$ cat src/rtl/pipes_pkg.sv
// Shared pipeline types.
//   fetch_data_t : completed fetch bundle handed from fetch to decode
//   FQ_DEPTH     : entry count used when instantiating fetch_queue at top level
package pipes;

  localparam int FQ_DEPTH = 4;

  typedef struct packed {
    logic [63:0] pc;
    logic [31:0] raw_instr;
    logic        valid;
  } fetch_data_t;

endpackage

$ cat src/rtl/fetch_queue.sv
// fetch_queue: decoupling FIFO between fetch and decode.
//   clk, reset   : rising-edge clock, synchronous active-high reset
//   in_valid     : fetch offers in_data (only pushed if in_data.valid)
//   in_data      : fetch bundle
//   in_ready     : queue has room (depends only on registered occupancy)
//   out_valid    : head entry available
//   out_data     : head entry, '0 while empty
//   out_ready    : decode consumes head
//   flush        : redirect, drop everything (beats push/pop)
//   count        : occupancy 0..DEPTH
//   pc_stall     : ~in_ready, holds the PC register
module fetch_queue
  import pipes::*;
#(
  parameter  int DEPTH = FQ_DEPTH,
  localparam int PTR_W = $clog2(DEPTH)
) (
  input  logic             clk,
  input  logic             reset,
  input  logic             in_valid,
  input  fetch_data_t      in_data,
  output logic             in_ready,
  output logic             out_valid,
  output fetch_data_t      out_data,
  input  logic             out_ready,
  input  logic             flush,
  output logic [PTR_W:0]   count,
  output logic             pc_stall
);

  localparam logic [PTR_W:0] FULL = (PTR_W+1)'(DEPTH);

  fetch_data_t      mem [DEPTH];
  logic [PTR_W-1:0] rd_ptr, wr_ptr;
  logic [PTR_W:0]   cnt;
  logic             push, pop;

  // Handshake outputs come from registered occupancy only, so there is no
  // combinational path out_ready->in_ready or in_valid->out_valid. A full
  // queue refuses a push even when a pop happens in the same cycle.
  assign in_ready  = (cnt != FULL);
  assign out_valid = (cnt != '0);
  assign pc_stall  = ~in_ready;
  assign count     = cnt;

  assign push = in_valid & in_data.valid & in_ready & ~flush;
  assign pop  = out_valid & out_ready & ~flush;

  always_comb begin
    out_data = '0;
    if (out_valid) begin
      out_data       = mem[rd_ptr];
      out_data.valid = 1'b1;
    end
  end

  always_ff @(posedge clk) begin
    if (reset) begin
      rd_ptr <= '0;
      wr_ptr <= '0;
      cnt    <= '0;
    end else if (flush) begin
      rd_ptr <= '0;
      wr_ptr <= '0;
      cnt    <= '0;
    end else begin
      if (push) begin
        mem[wr_ptr] <= in_data;
        wr_ptr      <= wr_ptr + 1'b1;
      end
      if (pop) rd_ptr <= rd_ptr + 1'b1;
      case ({push, pop})
        2'b10:   cnt <= cnt + 1'b1;
        2'b01:   cnt <= cnt - 1'b1;
        default: cnt <= cnt;
      endcase
    end
  end

endmodule

$ cat config.mk
export PLATFORM = sky130hd
export DESIGN_NAME = fetch_queue
export DESIGN_NICKNAME = d
export VERILOG_FILES = /design/src/rtl/pipes_pkg.sv /design/src/rtl/fetch_queue.sv
export SDC_FILE = /design/constraint.sdc
export NUM_CORES = 1
export LEC_CHECK = 0
export BUFFER_PORTS_ARGS = -buffer_cell sky130_fd_sc_hd__clkbuf_2
export CORE_MARGIN = 2
export CORE_UTILIZATION = 54
export CTS_BUF_LIST = sky130_fd_sc_hd__clkbuf_2 sky130_fd_sc_hd__clkbuf_4 sky130_fd_sc_hd__clkbuf_8
export CTS_CLUSTER_SIZE = 24
export DETAILED_ROUTE_END_ITERATION = 16
export HOLD_SLACK_MARGIN = 0.06
export PLACE_DENSITY = 0.79
export SKIP_LAST_GASP = 1
export SLEW_MARGIN = 20
export SYNTH_ARGS = -nofsm -noshare
export SYNTH_HDL_FRONTEND = slang
export SYNTH_SLANG_ARGS = --single-unit
$ cat constraint.sdc
create_clock -name clk -period 3.8 [get_ports clk]
set_clock_uncertainty 0.2 [all_clocks]
set_input_delay 0.57 -clock clk [delete_from_list [all_inputs] [get_ports clk]]
set_output_delay 0.57 -clock clk [all_outputs]
set_load 0.01 [all_outputs]
==> results of run 1 <==
-- repair_timing --
item,in CTS,in global routing
resized for setup,0,0
endpoints found under the hold margin,384,0
hold buffers,96,0
-- cell usage in the layout (no fill, tap or decap), drive strengths merged --
master and instances:
buf 22, dfxtp 9, xor2 4, nor3 1, nor2 8, nand3b 1, or2 1, clkbuf 290
nand2b 1, and2 100, or3 3, diode 2, mux2i 1, inv 6, o311ai 1, ha 5
mux4 96, fa 1, or3b 1, edfxtp 384, nand2 2, dlygate4sd3 96, clkinv 22, o31ai 1
a21oi 3, o21ai 2
-- registers in the layout, indices dropped and copies added, names as in the netlist, named ones only --
signal  count
count       3
rd_ptr      2
mem       384
wr_ptr      2
-- worst max-delay path, stage by stage, from the launching register on --
cell	delay, ns
dfxtp_1	0.36
or3_2	0.82
buf_4	0.35
and2_1	0.18
clkbuf_2	0.13
-- worst min path at each step --
stage,to,start,cells past startpoint,slack (ns)
2_1_floorplan,wr_ptr[1],wr_ptr[1],2,0.27
3_3_place_gp,wr_ptr[1],wr_ptr[1],2,0.28
3_5_place_dp,wr_ptr[1],wr_ptr[1],2,0.30
4_1_cts,wr_ptr[1],reset,4,0.08
5_1_grt,wr_ptr[1],reset,4,0.12
6_report,wr_ptr[1],reset,4,0.11
-- per-stage QoR --
step | setup WS [ns] | util (%) | total power [W] | hold slack, ns
after CTS | 0.5704 | 68.88 | 0.008348 | 0.07931
after detailed placement | 0.9778 | 61.21 | 0.005079 | 0.3044
after global placement | 1.056 | 61.21 | 0.005068 | 0.2832
final | 0.5978 | 68.90 | 0.008284 | 0.1134
after global routing | 0.4489 | 68.90 | 0.008548 | 0.1191
after floorplan | 0.9132 | - | 0.004950 | 0.2709
-- area by class of cell --
cell class / instances / area [um2]
inverter: 6 / 22.52
antenna: 2 / 5.005
tap: 372 / 465.4
clock buffer: 86 / 1027
fill: 1679 / 8428
timing repair buffer: 322 / 2285
sequential: 393 / 11720
multi-input combinational: 232 / 3058
clock inverter: 22 / 91.34
-- logic make-up (layout without fill, tap and decap cells) --
family	Yosys count	after routing	share of synthesized area (%)
AO/OA/AOI/OAI	7	7	0.2756
XOR/XNOR	4	4	0.2338
adder cells (fa/ha/maj)	6	6	0.5511
buffers and inverters	41	436	1.511
flip-flops	393	393	78.16
multiplexers	97	97	14.50
other	0	2	0
AND/OR/NAND/NOR	118	118	4.776
-- metal layers --
layer / vias up / share of wire [%] / track usage, %
met5: - / 0 / 0
met4: 0 / 1.3 / 4.757
li1: 3423 / - / -
met1: 3960 / 43 / 27.83
met3: 36 / 6.5 / 4.811
met2: 281 / 50 / 33.81
-- report_power, final --
part	switching (W)	internal, W	leakage (nW)
clock network	0.00149	0.00172	0.604
registers	0.00000615	0.00478	3.53
logic	0.000136	0.000152	2.34
total	0.00163	0.00665	6.47
==> out/qor.yml, run 1 <==
synth:
  synth_enable_flop_cells: 384
  synth_ff_type: "edfxtp_1"
  synth_fp_nets: 774
  yosys_warnings: 0
  synth-seq-cells: 393
  syn_inst: 666
  netlist_area_mm2: 0.01498
  yosys-top-cells-area: "edfxtp_1 (77%), mux4_2 (14%), and2_1 (4.2%)"
  ys_types: 27
  synth-seq-area-share_pct: 78.16
  yosys.area.top_type: "edfxtp_1"
  yosysMostFrequentCell: "edfxtp_1"
  netlist_top_cells_count: "edfxtp_1 (384), and2_1 (100), mux4_2 (96), clkbuf_1 (16), buf_2 (11)"
  synth_area_per_cell_um2: 22.50
  async_flop_share_pct: 0
  yosys.area.top_type_share_pct: 76.95
clock_network:
  cts_setup_buffers: 0
  cts_max_level: 2
  clk_pin_slew_worst_paths_ns: 0.06
  cts_num_sinks: 393
  root_buffer: "clkbuf_8"
  clockBufferDepth: 3
  cts_tree: "built"
  cts_buffers: 58
  clock_latency_ns: 0.57
drt:
  routedWlPerCell_um: 20.33
  drc_errors: 0
  drt-pass1-iter-count: 4
  totalWireLength_um: 29170
  vias: 7700
  viasPerCell: 5.366
  antenna_left: 0
  drt_iter0_drc: 733
timing:
  finalSetupViolCount: 0
  slew_headroom_pct: 48.06
  final.setup.tns_ns: 0
  timing.final.crit_share_pct: 84.27
  finalMaxSlewViolations: 0
  worst_pin_slew_ns: 0.7791
  hold_viol: 0
  grt_setup_unrepaired: "no"
  period_needed_ns: 3.202
  fmax_ghz: 0.3123
place:
  dp_cells: 1229
  place_hpwl_um: 17260
  portBuffers: 204
  gp_congestion: 0.7185
  placedInstanceArea_mm2: 0.01659
worst_setup_path:
  endpoint_kind: "output port"
  cp.arrival_ns: 2.43
  startpoint: "count[1]"
  reg2reg_slack_ns: 1.11
  crit_required_ns: 3.03
  r2r-end: "mem[2][77]"
  crit_fanout: 38
  r2r_cells: 5
  r2r_start: "count[0]"
  cp-endpoint: "out_data[96]"
  startpoint_type: "flop"
  worstSetupPathType: "reg2out"
job:
  drv_cap: 0
power:
  p_per_area_mw_per_mm2: 443.6
  peakVddDrop_mv: 0.2993
  p_leak_nw: 6.474
grt:
  first_global_vias: 8038
  grt_max_degree: 50
  grt_pass1_wl_um: 44550
  track_usage_pct: 20.37
  antenna_found_initial: 3
  grt_overflow: 0
worst_hold_path:
  min_path_type: "in2reg"
layout:
  final_cell_count_no_fill: 1435
  nets: 1121
  drive_gt1_share_pct: 39.96
  fin_area_mm2: 0.01867
  area_growth_pct: 24.62
floorplanning:
  fp.dieArea_mm2: 0.02910
  die_y_um: 170.6
  ios: 205
  start_util_pct: 55.29
  core_area_mm2: 0.02710
  num_rows: 60
  die_x_um: 170.6
outcome:
  status: "complete, no violations"
(Power assumes the default switching activity.)
==> run 2: changes to the inputs <==
- CORE_UTILIZATION: 54 -> 55
- PLACE_DENSITY: 0.79 -> 0.77
- clock period: 3.8 -> 3.32 ns (I/O delays scaled with it)
==> out/qor.yml, run 2 (synthesis gave the netlist of run 1 again) <==
outcome:
  status: "complete, no violations"  # unchanged
grt:
  first_global_vias: 8064  # was 8038
  grt_max_degree: 51  # was 50
  grt_pass1_wl_um: 44310  # was 44550 um
  antenna_found_initial: 1  # was 3
  track_usage_pct: 20.50  # was 20.37%
  grt_overflow: 0  # unchanged
layout:
  area_growth_pct: 25.33  # was 24.62%
  largest_reg_flops: 384  # unchanged
  multi_input_area_mm2: 0.003058  # unchanged
  diodes: 0  # was 2
  top_register: "mem"  # unchanged
  regArea_mm2: 0.01172  # unchanged
  drive_gt1_share_pct: 40.26  # was 39.96%
  fillCellCount: 1663  # was 1679
  nets: 1122  # was 1121
  layout_commonest_cell: "edfxtp_1"  # unchanged
  mostFrequentLayoutCells: "edfxtp_1 (384), clkbuf_2 (204), dlygate4sd3_1 (98)"  # was edfxtp_1 (384), clkbuf_2 (204), mux4_2 (96), and2_1 (96), dlygate4sd3_1 (96)
place:
  place_hpwl_um: 17000  # was 17260 um
  portBuffers: 204  # unchanged
  gp_congestion: 0.7447  # was 0.7185
  place_ws_ns: 0.7463  # was 0.9778 ns
worst_hold_path:
  min_from: "flush"  # was reset
  min_path_type: "in2reg"  # unchanged
worst_setup_path:
  r2r_start: "count[2]"  # was count[0]
  startpoint_type: "flop"  # unchanged
  path_cells: "buf_4 > mux4_2 > and2_1 > clkbuf_2"  # was or3_2 > buf_4 > and2_1 > clkbuf_2
  crit_fanout: 17  # was 38
  cp.arrival_ns: 2.44  # was 2.43 ns
  crit_path_top_delay_cell: "dfxtp_4"  # was or3_2
  worstSetupPathType: "reg2out"  # unchanged
  crit_required_ns: 2.62  # was 3.03 ns
  endpoint_kind: "output port"  # unchanged
  cpPeakStageDelay_ns: 0.59  # was 0.82 ns
clock_network:
  cts_resized: 0  # unchanged
  clk_pin_slew_worst_paths_ns: 0.06  # about the same
  clockBufferDepth: 3  # unchanged
  cts_num_sinks: 393  # unchanged
  root_buffer: "clkbuf_8"  # unchanged
  cts_max_level: 2  # unchanged
  clock_latency_ns: 0.59  # was 0.57 ns
  cts_buffers: 60  # was 58
  cts_setup_buffers: 0  # unchanged
  cts_tree: "built"  # unchanged
timing:
  slew_headroom_pct: 65.64  # was 48.06%
  finalSetupViolCount: 0  # unchanged
  grt_setup_unrepaired: "no"  # unchanged
  finalMaxSlewViolations: 0  # unchanged
  final.setup.tns_ns: 0  # unchanged
  period_needed_ns: 3.143
  hold_viol: 0  # unchanged
  timing.final.crit_share_pct: 94.66
  setup_ws_ns: 0.1771  # was 0.5978 ns
  fmax_ghz: 0.3182
  worst_pin_slew_ns: 0.5154  # was 0.7791 ns
drt:
  drc_errors: 0  # unchanged
  drt_iter0_drc: 667  # was 733
  vias: 7574  # was 7700
  viasPerCell: 5.414  # was 5.366
  antenna_left: 0  # unchanged
  totalWireLength_um: 28690  # was 29170 um
  routedWlPerCell_um: 20.51  # was 20.33 um
  drt-pass1-iter-count: 5  # was 4
floorplanning:
  num_rows: 60  # unchanged
  die_y_um: 169.1  # was 170.6 um
  fp.dieArea_mm2: 0.02858  # was 0.02910 mm2
  die_x_um: 169.1  # was 170.6 um
  ios: 205  # unchanged
  core_area_mm2: 0.02688  # was 0.02710 mm2
  start_util_pct: 55.75  # was 55.29%
power:
  p_leak_nw: 6.517  # was 6.474 nW
  peakVddDrop_mv: 0.5127  # was 0.2993 mV
  p_per_area_mw_per_mm2: 517.0  # was 443.6 mW/mm2
job:
  drv_cap: 0  # unchanged
## run 2: cell types whose count changed in the layout (fill, tap and decap cells not counted)
| cell | previous run | this run |
|---|---|---|
| buf_12 | 11 | 16 |
| clkinvlp_4 | 0 | 2 |
| clkbuf_8 | 61 | 70 |
| clkinv_1 | 15 | 8 |
| clkbuf_4 | 25 | 18 |
| dlygate4sd3_1 | 96 | 98 |
| bufinv_16 | 0 | 1 |
| buf_4 | 11 | 3 |
| diode_2 | 2 | 0 |
## run 2: critical path: cells and delay by family (launching register included)
family / cells / cell delay (ns)
DFF: 1 / 0.59
and+or+nand+nor: 1 / 0.19
muxes: 1 / 0.56
buffers and inverters: 2 / 0.51
## run 2: metal layers
metal	up-vias	part of all wire (%)	global-route usage [%]
li1	3419	-	-
met1	3833	43	28.85
met2	262	48	33.23
met3	58	6.6	4.629
met4	2	2.0	5.314
met5	-	0.045	0
## run 2: worst paths after layout
path | to | slack (ns) | cells after the start
max | out_data[16] | 0.18 | 4
min | flop | 0.11 | 3
max reg2reg | count[2] | 0.77 | 8
min reg2reg | wr_ptr[1] | 0.34 | 2
## run 2: timing repair
item	4_1_cts	5_1_grt
setup endpoints to repair	0	0
endpoints found under the hold margin	385	0
hold buffers	98	0
## run 2: stage by stage
stage / area (um2) / instances / power [W] / hold WS [ns] / util (%)
after global placement: 16590 / 1195 / 0.005801 / 0.3010 / 61.73
after detailed placement: 16590 / 1195 / 0.005812 / 0.3165 / 61.73
after floorplan: 14990 / 666 / 0.005665 / 0.2709 / -
after global routing: 18780 / 1399 / 0.01003 / 0.1045 / 69.87
final: 18780 / 1399 / 0.009708 / 0.1051 / 69.87
after CTS: 18780 / 1399 / 0.009789 / 0.06599 / 69.87
## run 2: final cells by class
class	instances	area share, %
timing repair buffer	321	12.49
tap	341	2.272
multi-input combinational	232	16.28
clock inverter	18	0.5863
inverter	6	0.1199
clock buffer	88	5.850
sequential	393	62.40
## run 2: report_power, final
part           total [W]  internal [W]  switching (W)
clock network    0.00390       0.00218        0.00172
logic           0.000329      0.000178       0.000152
registers        0.00548       0.00547     0.00000748
total            0.00971       0.00783        0.00188
